[config.mk]
export PLATFORM = sky130hd
export DESIGN_NAME = control_unit
export DESIGN_NICKNAME = d
export VERILOG_FILES = /design/src/rtl/control_unit_pkg.sv /design/src/rtl/control_decoder.sv /design/src/rtl/control_unit.sv
export SDC_FILE = /design/constraint.sdc
export NUM_CORES = 1
export LEC_CHECK = 0
export CORE_ASPECT_RATIO = 0.5
export CORE_UTILIZATION = 25
export CTS_BUF_LIST = sky130_fd_sc_hd__clkbuf_16
export DETAILED_ROUTE_END_ITERATION = 10
export HOLD_SLACK_MARGIN = 0.03
export PLACE_DENSITY = 0.52
export REMOVE_ABC_BUFFERS = 1
export SYNTH_ARGS = -nofsm -noshare
export SYNTH_HDL_FRONTEND = slang
export SYNTH_SLANG_ARGS = --single-unit
[constraint.sdc]
create_clock -name clock -period 2.05 [get_ports clock]
set_input_delay 0.41 -clock clock [delete_from_list [all_inputs] [get_ports clock]]
set_output_delay 0.41 -clock clock [all_outputs]
set_load 0.02 [all_outputs]
[src/rtl/control_unit_pkg.sv]
// Shared definitions for the accumulator-machine control unit: FSM state
// encoding, opcode map, ALU pass-through code and the strobe bundle that the
// decoder hands back to the top level.
package control_unit_pkg;

  // Sequencer states. FETCH is the reset state.
  typedef enum logic [2:0] {
    FETCH   = 3'd0,
    LOAD_IR = 3'd1,
    DECODE  = 3'd2,
    EXEC    = 3'd3,
    MEM     = 3'd4,
    WB      = 3'd5,
    HALT    = 3'd6
  } state_t;

  // Opcode map of the instruction register's upper nibble.
  localparam logic [3:0] OP_NOP  = 4'h0;
  localparam logic [3:0] OP_LDI  = 4'h1;
  localparam logic [3:0] OP_ADD  = 4'h2;
  localparam logic [3:0] OP_SUB  = 4'h3;
  localparam logic [3:0] OP_AND  = 4'h4;
  localparam logic [3:0] OP_OR   = 4'h5;
  localparam logic [3:0] OP_XOR  = 4'h6;
  localparam logic [3:0] OP_NOT  = 4'h7;
  localparam logic [3:0] OP_JMP  = 4'h8;
  localparam logic [3:0] OP_JZ   = 4'h9;
  localparam logic [3:0] OP_LDM  = 4'hA;
  localparam logic [3:0] OP_STM  = 4'hB;
  localparam logic [3:0] OP_SHL  = 4'hC;
  localparam logic [3:0] OP_SHR  = 4'hD;
  localparam logic [3:0] OP_RSVD = 4'hE;
  localparam logic [3:0] OP_HALT = 4'hF;

  // ALU code that forwards operand B unchanged; used to load memory data.
  localparam logic [3:0] ALU_PASS_B = 4'h1;

  // Every strobe the control unit drives, grouped so the decoder has a
  // single output and the top level can blank them all at once.
  typedef struct packed {
    logic       load_ir;
    logic       pc_inc;
    logic       pc_load;
    logic       addr_sel;
    logic       mem_read;
    logic       mem_write;
    logic [3:0] alu_op;
    logic       alu_src_imm;
    logic       load_acc;
    logic       halted;
  } strobes_t;

  // Opcodes executed by the ALU with the immediate field as operand B.
  function automatic logic is_alu_op(input logic [3:0] op);
    case (op)
      OP_LDI, OP_ADD, OP_SUB, OP_AND, OP_OR,
      OP_XOR, OP_NOT, OP_SHL, OP_SHR: is_alu_op = 1'b1;
      default:                        is_alu_op = 1'b0;
    endcase
  endfunction

  // Opcodes that do nothing and retire straight out of DECODE.
  function automatic logic is_nop(input logic [3:0] op);
    is_nop = (op == OP_NOP) || (op == OP_RSVD);
  endfunction

  // Opcodes that need a memory access cycle.
  function automatic logic is_mem_op(input logic [3:0] op);
    is_mem_op = (op == OP_LDM) || (op == OP_STM);
  endfunction

endpackage

[src/rtl/control_decoder.sv]
// Combinational strobe decoder: maps the current sequencer state and the
// instruction opcode onto the datapath and memory control strobes.
module control_decoder
  import control_unit_pkg::*;
(
  input  state_t     state,
  input  logic [3:0] opcode,
  input  logic       run,
  input  logic       zero_flag,
  output strobes_t   strobes
);

  // Decode strobes for the present state; states not listed keep all strobes low.
  always_comb begin
    // NOTE: every field gets a default before the case so no path leaves a
    // strobe unassigned, which would otherwise infer a latch.
    strobes = '0;
    case (state)
      FETCH: begin
        // Address comes from the PC (addr_sel=0); a fetch is only requested
        // while the machine is allowed to run.
        strobes.mem_read = run;
      end
      LOAD_IR: begin
        strobes.load_ir = 1'b1;
        strobes.pc_inc  = 1'b1;
      end
      DECODE: begin
        // Opcode settles here; nothing is driven while the branch is taken.
      end
      EXEC: begin
        if (is_alu_op(opcode)) begin
          strobes.alu_op      = opcode;
          strobes.alu_src_imm = 1'b1;
          strobes.load_acc    = 1'b1;
        end else if (opcode == OP_JMP) begin
          strobes.pc_load = 1'b1;
        end else if (opcode == OP_JZ) begin
          strobes.pc_load = zero_flag;
        end
      end
      MEM: begin
        strobes.addr_sel  = 1'b1;
        strobes.mem_read  = (opcode == OP_LDM);
        strobes.mem_write = (opcode == OP_STM);
      end
      WB: begin
        // Memory data passes through the ALU into the accumulator.
        strobes.alu_op   = ALU_PASS_B;
        strobes.load_acc = 1'b1;
      end
      HALT: begin
        strobes.halted = 1'b1;
      end
      default: begin
      end
    endcase
  end

endmodule

[src/rtl/control_unit.sv]
// Multi-cycle sequencer for a small accumulator machine. Steps each
// instruction through FETCH / LOAD_IR / DECODE / EXEC / MEM / WB, parks in
// HALT, and counts retired instructions modulo 256. Strobes are decoded from
// the state register and opcode by control_decoder.
module control_unit
  import control_unit_pkg::*;
(
  input  logic       clock,
  input  logic       reset,
  input  logic       run,
  input  logic [3:0] opcode,
  input  logic       zero_flag,
  input  logic       mem_ready,
  output logic       load_ir,
  output logic       pc_inc,
  output logic       pc_load,
  output logic       addr_sel,
  output logic       mem_read,
  output logic       mem_write,
  output logic [3:0] alu_op,
  output logic       alu_src_imm,
  output logic       load_acc,
  output logic       halted,
  output logic [7:0] retired
);

  state_t   state;
  strobes_t strobes;
  strobes_t strobes_gated;

  control_decoder u_decoder (
    .state     (state),
    .opcode    (opcode),
    .run       (run),
    .zero_flag (zero_flag),
    .strobes   (strobes)
  );

  // Sequencer state and retired-instruction counter.
  always_ff @(posedge clock or posedge reset) begin
    if (reset) begin
      state   <= FETCH;
      retired <= '0;
    end else begin
      // NOTE: state registers use non-blocking assignments so every flop
      // samples pre-edge values regardless of statement order.
      case (state)
        FETCH: begin
          if (run && mem_ready) state <= LOAD_IR;
        end
        LOAD_IR: begin
          state <= DECODE;
        end
        DECODE: begin
          if (is_nop(opcode)) begin
            state   <= FETCH;
            retired <= retired + 8'd1;
          end else if (opcode == OP_HALT) begin
            state <= HALT;
          end else if (is_mem_op(opcode)) begin
            state <= MEM;
          end else begin
            state <= EXEC;
          end
        end
        EXEC: begin
          state   <= FETCH;
          retired <= retired + 8'd1;
        end
        MEM: begin
          // Hold the access until memory acknowledges; a load still needs
          // its write-back cycle, a store is finished here.
          if (mem_ready) begin
            if (opcode == OP_LDM) begin
              state <= WB;
            end else begin
              state   <= FETCH;
              retired <= retired + 8'd1;
            end
          end
        end
        WB: begin
          state   <= FETCH;
          retired <= retired + 8'd1;
        end
        HALT: begin
          state <= HALT;
        end
        default: begin
          state <= FETCH;
        end
      endcase
    end
  end

  // NOTE: the state register alone would leave FETCH's mem_read=run visible
  // while reset is held, so strobes are blanked combinationally by reset;
  // this also drops an in-flight mem_write the instant reset rises.
  assign strobes_gated = reset ? '0 : strobes;

  // Strobe outputs.
  assign load_ir     = strobes_gated.load_ir;
  assign pc_inc      = strobes_gated.pc_inc;
  assign pc_load     = strobes_gated.pc_load;
  assign addr_sel    = strobes_gated.addr_sel;
  assign mem_read    = strobes_gated.mem_read;
  assign mem_write   = strobes_gated.mem_write;
  assign alu_op      = strobes_gated.alu_op;
  assign alu_src_imm = strobes_gated.alu_src_imm;
  assign load_acc    = strobes_gated.load_acc;
  assign halted      = strobes_gated.halted;

  // Strobe combinations that would corrupt memory or the datapath.
  a_mem_excl: assert property (@(posedge clock) disable iff (reset)
    !(mem_read && mem_write));
  a_ir_excl: assert property (@(posedge clock) disable iff (reset)
    !(load_ir && (load_acc || pc_load)));

endmodule

## After elaboration in Yosys (flattened, before gate mapping)

Memory sizes are Yosys's and may differ from the RTL's.
Index checks and enable logic that the tools add are counted.

- Word-level logic and storage cells: 55
- Memory bits (read-only): 16
- Output and inout port bits: 21
- Latch bits: 0
- Memory bits (writable): 0
- Memories: 1
- Input bits: 9
- Register bits: 11

Memories:

| name | depth | bits a word | read ports | clocked after Yosys merged registers in | write ports | line | RTL |
|---|---|---|---|---|---|---|---|
| (no name shown) | 16 | 1 | 1 | 0 | 0 | control_unit_pkg.sv:55 | `case (op)` |

- Divide/modulo/power cells: 0
- $lt $le $gt $ge: 0
- Reductions and logical operators: 9
- Muxes and demuxes: 26
- Add/subtract/negate cells: 1
- Multiply operators: 0
- Shift-type cells: 0
- Bitwise operators: 0
- Eq/ne operators: 16

Operators with widths:

| operator | count |
|---|---|
| equality test 4 bit (second input constant) | 6 |
| two-way mux 8 bit | 3 |
| case mux 8 bit (3 select lines) | 1 |
| two-way mux 3 bit | 6 |
| case mux 3 bit (5 select lines) | 1 |
| two-way mux 13 bit | 1 |
| equality test 3 bit (second input constant) | 3 |
| two-way mux 1 bit | 9 |
| adder 8 x 1 -> 8 bit (second input constant) | 1 |
| inequality test 2 bit (second input constant) | 4 |
| case mux 4 bit (2 select lines) | 1 |
| equality test 3 x 2 -> 1 bit (second input constant) | 2 |
| two-way mux 6 bit | 1 |
| logical NOT 4 bit | 1 |
| case mux 1 bit (2 select lines) | 2 |
| AND reduction 4 bit | 1 |
| equality test 3 x 1 -> 1 bit (second input constant) | 1 |
| logical NOT 3 bit | 1 |
| nonzero test 3 bit | 1 |
| logical OR 1 bit | 2 |
| two-way mux 2 bit | 1 |
| AND reduction 2 bit | 1 |
| OR reduction 2 bit | 1 |
| logical AND 1 bit | 1 |

## Depth between registers and ports, before layout

- Word-level depth: 6
- Depth in mapped cells: 6
- Mapped depth without buffers: 5

## Hierarchy

From an unflattened synthesis, not the netlist that was laid out.

- Cells, all modules: 95
- Area, all modules: 862.1 µm²

Modules (own cells, without submodules):

| module | area an instance (µm²) | times used | seq. area each (µm²) | cells each |
|---|---|---|---|---|
| control_unit | 686.9 | 1 | 275.3 | 69 |
| control_decoder | 175.2 | 1 | 0.0 | 26 |

## Worst setup path after synthesis

OpenSTA, ideal clock, no wires.

- Kind: input to output
- Start point: input reset
- End point: output mem_write
- Data arrival time: 1.933 ns
- Path buffers: 0
- Required time: 1.640 ns
- Cell stages on the path: 5
- Setup slack: -0.293 ns
- Cells stage by stage: inv_1 -> nand2_1 -> nor3_1 -> nand2_1 -> nor3_1

- Cells in the longest elaborated chain, start to end: 1

Ends and longest elaborated chain:

| element | line | RTL |
|---|---|---|
| start, declared | control_unit.sv:9 | `input logic reset,` |
| two-way mux 13 bit | control_unit.sv:99 | `assign strobes_gated = reset ? '0 : strobes;` |
| end, declared | control_unit.sv:19 | `output logic mem_write,` |

No other way between the ends.

## Final worst setup path

- Start point: register state[2]
- End point: output alu_op[0]

- Cells in the longest elaborated chain, start to end: 3
- Elaborated cells between the ends (all ways): 4
- Classes of those cells: eq/ne (2); mux (2)

Ends and longest elaborated chain:

| element | line | RTL |
|---|---|---|
| start, declared | control_unit.sv:27 | `state_t state;` |
| start signal, assigned | control_unit.sv:42 | `state <= FETCH;` |
| start signal, assigned | control_unit.sv:49 | `if (run && mem_ready) state <= LOAD_IR;` |
| start signal, assigned | control_unit.sv:52 | `state <= DECODE;` |
| equality test 3 bit or equality test 3 x 2 -> 1 bit (tied branches) | control_decoder.sv:18 | `case (state)` |
| case mux 4 bit (2 select lines) (*) | control_decoder.sv:18 |  |
| two-way mux 13 bit (*) | control_unit.sv:99 |  |
| end, declared | control_unit.sv:20 | `output logic [3:0] alu_op,` |

Mark *: on every way between the ends. The rest lies on a longest branch, timed or not.

==> qor.yml <==
cts_made_buffers: 3
synth.top_cell.area_share_pct: 36.8
grt_max_degree: 12
worstSetupPathType: "flop to output pin"
core_area_um2: 2720
intPower_w: 0.00103
vias_per_cell: 4.36
io_pins: 30
crit_buf_inv: 1
synth-edff-count: 0
drt_iter0_drc: 21
cts_buffer_depth: 2
post_synth_num_cell_types: 30
worstMarginPinSlew_ns: 0.311
p_leak_nw: 0.632
setup_viol: 0
power.density_nw_per_um2: 1280
syn_avg_cell_area_um2: 8.60
grt_pass1_vias: 711
switching_power_w: 0.000604
crit_start: "state[2]"
synthFlopType: "dfrtp_1"
synth_area_um2: 748
slowest_delay_ns: 0.37
dp_hpwl_mm: 1.46
clk_root_buffer_cell: "clkbuf_16"
drv_cap: 0
place_area_um2: 1210
slew-limit-headroom_pct: 79.1
totalWireLength_mm: 1.83
crit_slowest_cell: "dfrtp_1"
r2r_start: "state[1]"
cts_hold_buffers: 0
worstPathArrival_ns: 1.53
postRouteAntennaNets: 0
num_vias: 763
fmax_ghz: 0.515
cts_tree: "built"
pre_cts_ws_ns: -0.560
synthArstFlopShare_pct: 100
power_frac_clock_pct: 21.3
clock_latency_ns: 0.23
status: "completed"
rsz0062_at_grt: "false"
cts_max_level: 1
diodes: 0
portBuffers: 29
post-route-min-period_ns: 1.94
netlist_top_cells_area: "dfrtp_1, xor2_1, nor2_1"
hold_violations: 0
required_ns: 1.64
end_kind: "output pin"
drive_gt1_share_pct: 29.7
min_period_over_period_pct: 94.6
wire_per_inst_um: 10.5
setup_ws_ns: 0.110
p_sw_share_pct: 37.1
die_w_um: 79.4
track_usage_pct: 13.0
start_util_pct: 27.5
worstPathMaxFanout: 3
ys_top_cells_by_count: "dfrtp_1, nor2_1, nor3_1, nand2_1, xor2_1"
clock_sinks: 11
yosys_warnings: 0
critPathLaunchType: "flop"
ys_seq_elements: 11
fill_cells: 281
finalClockSkew_ns: 0.000831
seq_power_share_pct: 25.2
fin_setup_tns_ns: 0
path_clk_slew_ns: 0.04
slew_violations: 0
fin_area_um2: 1270
yosysTopAreaCell: "dfrtp_1"
rows: 13
nNetsFinal: 149
die-area_um2: 3230
ys_seq_area_share_pct: 36.8
gp_congestion: 0.783
grt_first_pass_wirelength_mm: 3.14
area_growth_pct: 70.2
syn_inst: 87
overflow: 0
cpLargestDelayFamily: "simple AND/OR/NAND/NOR gates"
antenna_found_initial: 0
power.total_w: 0.00163
peakVddDrop_mv: 0.587
worstPathCellList: "nand2b_1 > nor3b_2 > and2_1 > nand2_1 > o21ai_0 > clkbuf_2"
dr.pass1.iters: 4
hp-class: "primary input to async pin"
die_h_um: 40.7
combPwrFrac_pct: 53.5
drc: 0
state kept, by name, indices dropped and copies added, names as in the netlist:
register and flops:
state 3, retired 8
tightest hold or removal path, delay by kind of cell:
| kind | cells | cell delay [ns] |
|---|---|---|
| buf+inv | 3 | 0.41 |
path summary, 6_finish.rpt:
check                             end  slack, ns  cells past startpoint
max reg2reg                retired[7]       0.18                      8
min in group clock         retired[7]       0.46                      1
max                         alu_op[0]       0.11                      6
min                          state[0]       0.25                      3
max in group asynchronous  retired[5]       1.66                      3
min reg2reg                retired[7]       0.46                      1
stage by stage:
step	hold WS, ns	utilization (%)	cells
after floorplan	0.271	-	83
after global placement	0.458	44.7	170
after detailed placement	0.461	44.7	170
after CTS	0.467	47.2	175
after global routing	0.276	46.9	175
final	0.246	46.9	175
repair_timing:
item                                    4_1_cts  5_1_grt
gates resized for setup                      50        4
endpoints found under the setup margin       21        5
buffers inserted                              1        0
pin swaps                                     2        1
gates cloned                                  0        0
endpoints found under the hold margin         0        0
power by group through the flow:
stage	Clock (W)	Sequential (W)	Combinational, W
floorplan	0	0.000518	0.000347
global placement	0	0.000411	0.000845
detailed placement	0	0.000411	0.000847
CTS	0.000357	0.000412	0.000883
global route	0.000364	0.000427	0.000952
finish	0.000347	0.000411	0.000871
kinds of logic (layout without fill, tap and decap cells):
group | count (synthesis) | in the layout | synth area share (%)
fa+ha+maj | 1 | 1 | 1.67
flops | 11 | 11 | 36.8
mux | 1 | 1 | 2.01
xor+xnor | 7 | 7 | 8.19
buf+inv | 8 | 59 | 5.85
simple gates | 47 | 47 | 32.9
compound gates | 12 | 12 | 12.5
area by class of cell:
cell class	instances	area (µm²)	share of cell area, %
multi-input cells	68	445	35.0
repair buffers	51	413	32.4
flip-flops and latches	11	275	21.6
clock buffers	3	75.1	5.89
well taps	37	46.3	3.63
inverters	4	15.0	1.18
clock inverters	1	3.75	0.295
layout by cell type, fill, tap and decap left out, types with 3 or more instances in the layout:
master / netlist / layout
nor3_1: 7 / 6
clkbuf_16: 0 / 3
nor2_1: 11 / 11
dfrtp_1: 11 / 11
buf_4: 1 / 21
nand4_1: 3 / 3
dlygate4sd2_1: 0 / 6
xor2_1: 5 / 5
nand2b_1: 4 / 4
buf_2: 2 / 8
and3_1: 4 / 4
clkdlybuf4s50_1: 0 / 11
o21ai_0: 3 / 3
inv_1: 4 / 5
nand2_1: 6 / 6
layer usage:
| metal | vias to the layer above | track usage [%] | part of all wire, % |
|---|---|---|---|
| met1 | 344 | 16.0 | 51 |
| met2 | 14 | 23.5 | 45 |
| met4 | 0 | 5.45 | 1.2 |
| li1 | 403 | - | - |
| met3 | 2 | 2.67 | 2.8 |
| met5 | - | 0 | 0 |
Power figures use the tool's default switching activity.
